--- src/rtl/mem_slice_pkg.sv ---
// rtl/mem_slice_pkg.sv - shared state encoding and configuration constants for mem_slice
package mem_slice_pkg;

    typedef enum logic [1:0] {
        ST_IDLE = 2'd0,
        ST_REQ  = 2'd1,
        ST_WAIT = 2'd2,
        ST_RESP = 2'd3
    } state_t;

    localparam int unsigned TIMEOUT_DEFAULT = 255;
    localparam int unsigned TIMER_W         = 16;

endpackage

--- src/rtl/mem_slice_timer.sv ---
// rtl/mem_slice_timer.sv - wait-state cycle counter; expired flags the TIMEOUT-th enabled cycle
module mem_slice_timer
    import mem_slice_pkg::*;
#(
    parameter int unsigned TIMEOUT = TIMEOUT_DEFAULT
) (
    input  logic clock,
    input  logic reset,
    input  logic clear,
    input  logic enable,
    output logic expired
);

    localparam logic [TIMER_W-1:0] LAST = TIMER_W'(TIMEOUT - 1);

    logic [TIMER_W-1:0] count;

    // The count equals the number of completed wait cycles, so the TIMEOUT-th one is count == TIMEOUT-1
    assign expired = enable && (count == LAST);

    always_ff @(posedge clock or negedge reset) begin
        if (!reset) begin
            count <= '0;
        end else if (clear) begin
            count <= '0;
        end else if (enable && !expired) begin
            count <= count + 1'b1;
        end
    end

endmodule

--- src/rtl/mem_slice.sv ---
// rtl/mem_slice.sv - single-outstanding request slice, arbiter to slave decode (timeout option: MEM_SLICE_TIMEOUT_EN)
module mem_slice
    import mem_slice_pkg::*;
#(
    parameter int unsigned TIMEOUT = TIMEOUT_DEFAULT
) (
    input  logic        reset,
    input  logic        clock,
    input  logic        memory_valid,
    input  logic        memory_instr,
    input  logic [31:0] memory_addr,
    input  logic [31:0] memory_wdata,
    input  logic [3:0]  memory_wstrb,
    output logic [31:0] memory_rdata,
    output logic        memory_error,
    output logic        memory_ready,
    output logic        slave_valid,
    output logic        slave_instr,
    output logic [31:0] slave_addr,
    output logic [31:0] slave_wdata,
    output logic [3:0]  slave_wstrb,
    input  logic [31:0] slave_rdata,
    input  logic        slave_error,
    input  logic        slave_ready,
    output logic        slice_busy,
    output logic        slice_drop
);

    state_t state;
    logic   timeout_hit;

    if (TIMEOUT < 1 || TIMEOUT > 65535) begin : g_timeout_out_of_range
    end

`ifdef MEM_SLICE_TIMEOUT_EN
    logic timer_expired;

    mem_slice_timer #(
        .TIMEOUT (TIMEOUT)
    ) u_timer (
        .clock   (clock),
        .reset   (reset),
        .clear   (state == ST_REQ),
        .enable  (state == ST_WAIT),
        .expired (timer_expired)
    );

    assign timeout_hit = timer_expired;
`else
    assign timeout_hit = 1'b0;
`endif

    always_ff @(posedge clock or negedge reset) begin
        if (!reset) begin
            state        <= ST_IDLE;
            memory_rdata <= '0;
            memory_error <= 1'b0;
            memory_ready <= 1'b0;
            slave_valid  <= 1'b0;
            slave_instr  <= 1'b0;
            slave_addr   <= '0;
            slave_wdata  <= '0;
            slave_wstrb  <= '0;
            slice_busy   <= 1'b0;
            slice_drop   <= 1'b0;
        end else begin
            // Response and request strobes are single-cycle; only the entering transition raises them
            memory_ready <= 1'b0;
            memory_rdata <= '0;
            memory_error <= 1'b0;
            slave_valid  <= 1'b0;

            if (memory_valid && slice_busy) begin
                slice_drop <= 1'b1;
            end

            case (state)
                ST_IDLE: begin
                    if (memory_valid) begin
                        slave_instr <= memory_instr;
                        slave_addr  <= memory_addr;
                        slave_wdata <= memory_wdata;
                        slave_wstrb <= memory_wstrb;
                        slave_valid <= 1'b1;
                        slice_busy  <= 1'b1;
                        state       <= ST_REQ;
                    end
                end
                ST_REQ: begin
                    if (slave_ready) begin
                        memory_ready <= 1'b1;
                        memory_rdata <= slave_rdata;
                        memory_error <= slave_error;
                        state        <= ST_RESP;
                    end else begin
                        state <= ST_WAIT;
                    end
                end
                ST_WAIT: begin
                    // A real response in the expiry cycle takes priority over the timeout error
                    if (slave_ready) begin
                        memory_ready <= 1'b1;
                        memory_rdata <= slave_rdata;
                        memory_error <= slave_error;
                        state        <= ST_RESP;
                    end else if (timeout_hit) begin
                        memory_ready <= 1'b1;
                        memory_error <= 1'b1;
                        state        <= ST_RESP;
                    end
                end
                ST_RESP: begin
                    slice_busy <= 1'b0;
                    state      <= ST_IDLE;
                end
                default: begin
                    state <= ST_IDLE;
                end
            endcase
        end
    end

endmodule

--- config.mk ---
export PLATFORM = sky130hd
export DESIGN_NAME = mem_slice
export DESIGN_NICKNAME = d
export VERILOG_FILES = /design/src/rtl/mem_slice_pkg.sv /design/src/rtl/mem_slice_timer.sv /design/src/rtl/mem_slice.sv
export SDC_FILE = /design/constraint.sdc
export NUM_CORES = 1
export LEC_CHECK = 0
export CORE_UTILIZATION = 40
export DETAILED_ROUTE_END_ITERATION = 8
export PLACE_DENSITY = 0.8
export SYNTH_ARGS = -nofsm -noshare
export SYNTH_HDL_FRONTEND = slang
export SYNTH_HIERARCHICAL = 1
export SYNTH_SLANG_ARGS = --single-unit
--- constraint.sdc ---
create_clock -name clock -period 1.7 [get_ports clock]
set_input_delay 0.34 -clock clock [delete_from_list [all_inputs] [get_ports clock]]
set_output_delay 0.34 -clock clock [all_outputs]
set_load 0.02 [all_outputs]
== After elaboration in Yosys (flattened, before gate mapping) ==
Index checks and enable logic that the tools add are counted.
Storage, ports and cells
  word-level logic and storage cells: 37
  output and inout bits: 106
  register bits after elaboration: 108
  input bits: 106
Operators by class
  mux-type cells: 14
  reductions and logical operators: 7
  equality and inequality tests: 5
Operators with widths (count)
  $mux 32: 2
  $mux 1: 8
  $pmux 2 s4: 1
  $reduce_and 2->1: 3
  $eq 2x2->1 const B: 2
  $mux 2: 2
  $ne 2x2->1 const B: 2
  $eq 2x1->1 const B: 1
  $logic_not 2->1: 1
  $pmux 1 s2: 1
  $reduce_bool 2->1: 1
  $reduce_or 2->1: 1
  $logic_and 1x1->1: 1

== Depth between registers and ports, before layout ==
  depth after elaboration: 3
  mapped depth: 6
  gate-level depth less buffers: 5

== Worst setup path before layout ==
No wires, ideal clock.
  path type: reg-to-reg
  from: reg state[0]
  to: reg slave_addr[0]
  period minus slack after synthesis: 1.525 ns
  slack: 0.175 ns
  stages on the path, launching flop included: 7
  arrival time: 1.400 ns
  required time: 1.575 ns
  path buffers: 2
  setup time: 0.125 ns
  path through: dfrtp_1 > inv_1 > ha_1 > and2_4 > buf_12 > buf_12 > mux2_4
Between the ends
  longest elaborated chain between the ends: 2
RTL lines
  start: declaration: RTL line mem_slice.sv:29  | state_t state;
  start signal: assignment: RTL line mem_slice.sv:55  | state <= ST_IDLE;
  start signal: assignment: RTL line mem_slice.sv:86  | state <= ST_REQ;
  start signal: assignment: RTL line mem_slice.sv:94  | state <= ST_RESP;
  $logic_not 2->1: RTL line mem_slice.sv:77  | case (state)
  $reduce_and 2->1 (no source line)
  end signal: assignment: RTL line mem_slice.sv:81  | slave_addr <= memory_addr;
  end: declaration: RTL line mem_slice.sv:19  | output logic [31:0] slave_addr,
Every way passes these cells.
A chain may end at the register's enable or synchronous reset.

== Final worst setup path ==
  from: reg slave_wdata[11]
  to: out slave_wdata[11]
RTL lines
  start: declaration: RTL line mem_slice.sv:20  | output logic [31:0] slave_wdata,
  start signal: assignment: RTL line mem_slice.sv:82  | slave_wdata <= memory_wdata;
No word-level cell between the ends.

==> run_results.csv <==
group,metric,value,unit
logic_synthesis,synth.distinct_cells,19,
timing,setup_viol,0,
timing,fmax,600.6,MHz
final_layout,final_common_cell,"clkdlybuf4s50_1",
route,wire_per_inst,16.79,um
die,fp-row-count,37,
final_layout,diodes,0,
route,vias,2838,
power,combPwrFrac,0.513,
global_route,antenna_found_initial,0,
worst_setup_path,cpLargestDelayFamily,"buffers and inverters",
die,die_area,11160,um2
logic_synthesis,async_reset_ff_frac,1.000,
timing,worst_slack,0.03492,ns
die,die_h,105.6,um
worst_setup_path,cp_max_fo,2,
worst_setup_path,required,1.36,ns
die,initial_core_util,0.4143,
run_status,status,"finished, final reports clean",
power,clkPwrFrac,0.135,
logic_synthesis,synth_edf_count,0,
clocking,cts.path.max_buffers,2,
worst_setup_path,cp_slowest_cell,"clkdlybuf4s50_1",
hold_path,hp-class,"in2async",
timing,slew_violations,0,
clocking,cts_root_buf,"clkbuf_8",
logic_synthesis,syn_inst,245,
power,switching_power,4338,uW
global_route,first_global_vias,3040,
clocking,h-tree-depth,3,
die,die_x,105.6,um
final_layout,final_cell_mix,"clkdlybuf4s50_1 (113), dfrtp_1 (108), mux2_4 (69), dlygate4sd2_1 (54), dlymetal6s2s_1 (43)",
run,max_cap_viol_count,0,
clocking,clkTransAtPathRegs,0.11,ns
worst_setup_path,cp-start-kind,"register",
route,drtAntennaViolNets,0,
timing,fin_crit,1.665,ns
global_route,track_usage,0.1867,
final_layout,finalNetCount,581,
final_layout,drive_above_1_share,0.2211,
worst_setup_path,max_stage_delay,0.61,ns
timing,tightestPinTransition,0.3360,ns
logic_synthesis,syn_area,4297,um2
timing,fin_tns_setup,0,ns
timing,maxSlewHeadroom,0.7760,
placed_design,dp.cells,594,
final_layout,fin_cells,611,
worst_setup_path,cp.buffers_inverters,1,
global_route,grt_util_met2,0.3235,
global_route,grt_use_met3,0.07174,
global_route,grt_busiest_layer,"met2",
clocking,clkLatencyLatePin,0.37,ns
logic_synthesis,ys_warn_count,6,
worst_setup_path,crit_chain,"clkdlybuf4s50_1",
worst_setup_path,reg2reg_depth,5,
route,drtPass1Iterations,5,
power,peakVddDrop,736.7,uV
worst_setup_path,arrival,1.33,ns
global_route,overflow,0,
power,power_density,1752,nW/um2
clocking,cts.sinks,108,
timing,hold_slack,0.4125,ns
power,seqPwrFrac,0.352,
logic_synthesis,syn_area_per_cell,17.54,um2
power,switching_share,0.3622,
power,internal_power,7640,uW
timing,rsz0062_at_grt,"false",
final_layout,area_growth,59.09,%
power,p_leak,0.003790,uW
placed_design,place_hpwl,7691,um
logic_synthesis,synth_flop_cell,"dfrtp_1",
placed_design,place_congestion,0.7560,
worst_setup_path,crit_cells,1,
route,drtIter0Drc,94,
logic_synthesis,ys_seq_elements,108,
route,wirelength,10260,um
global_route,grt_start_max_net_pins,39,
placed_design,place_ws,-0.03150,ns
final_layout,fillCellCount,781,
timing,final_hold_viol_count,0,
timing,finalCritPeriodShare,0.9795,
placed_design,portBuffers,211,
worst_setup_path,critical_path_class,"reg2out",
clocking,cts_tree,"yes",
global_route,grt_util_met1,0.2178,
final_layout,final_core_util,0.6591,
die,ios,212,
die,coreArea,10370,um2
clocking,post-cts-setup-buffer-count,0,
global_route,grt_pass1_wl,16060,um
logic_synthesis,synthesis.nets,356,
worst_setup_path,end_kind,"output port",
route,drc,0,
logic_synthesis,yosysSeqAreaShare,0.6290,
route,viasPerCell,4.645,
timing,fin_skew,0.01453,ns
clocking,cts_buffers,9,
area by class of cell:
class,count,area (um2),area share
tap,136,170.2,0.02489
clock buffer,9,123.9,0.01812
sequential,108,2703,0.3954
inverter,3,11.26,0.001647
clock inverter,7,85.08,0.01245
timing repair buffer,228,2342,0.3427
multi-input combinational,120,1400,0.2048
power groups by stage:
stage                     sequential [uW]  clock, uW  combinational (uW)
after floorplan                      5630          0                2440
after detailed placement             4320          0                6720
after CTS                            4250       1680                6300
after global placement               4280          0                6560
final                                4220       1610                6150
after global routing                 4360       1780                6500
cells by family after synthesis:
| logic type | share of synthesized area |
|---|---|
| compound gates | 0.009028 |
| mux | 0.2461 |
| fa+ha+maj | 0.01456 |
| simple gates | 0.05620 |
| buf+inv | 0.04514 |
| flops | 0.6290 |
routing by layer:
metal  part of all wire  vias up
met5                  0        -
met4             0.0095        0
met3              0.087       11
met2               0.51      127
met1               0.40     1405
li1                   -     1295
final timing paths:
path | from | end | slack [ns]
max in group asynchronous | reset | slave_addr[5] | 0.75
worst max register to register | state[1] | slave_wdata[3] | 0.09
worst min-delay path | reset | slave_instr | 0.41
worst min register to register | slice_drop | slice_drop | 0.46
min in group clock | slice_drop | slice_drop | 0.46
worst max-delay path | slave_wdata[11] | slave_wdata[11] | 0.03
per-stage QoR:
| stage | instance area, um2 | power (uW) |
|---|---|---|
| 6_report | 6835 | 11980 |
| 5_1_grt | 6835 | 12640 |
| 4_1_cts | 6728 | 12230 |
| 3_5_place_dp | 6576 | 11040 |
| 3_3_place_gp | 6576 | 10840 |
| 2_1_floorplan | 4297 | 8069 |
registers in the layout, summed over array words and instances, names as in the netlist, 2 cells and up:
register / flops
slave_wstrb: 4
state: 2
slave_addr: 32
memory_rdata: 32
slave_wdata: 32
cells in the mapped netlist (2+ instances only):
cell type | count | area (um2)
and3_1 | 33 | 206.5
buf_12 | 8 | 160.2
clkbuf_1 | 6 | 22.52
dfrtp_1 | 108 | 2703
ha_1 | 5 | 62.56
inv_1 | 3 | 11.26
mux2_4 | 69 | 1036
nand2b_1 | 2 | 12.51
repair_timing:
item | in CTS | in global routing
hold buffers | 1 | 0
endpoints found under the hold margin | 21 | 0
setup endpoints to repair | 54 | 43
gates resized for setup | 54 | 43
pin swaps | 0 | 0
Note: power is estimated with default switching activity, not from simulation.
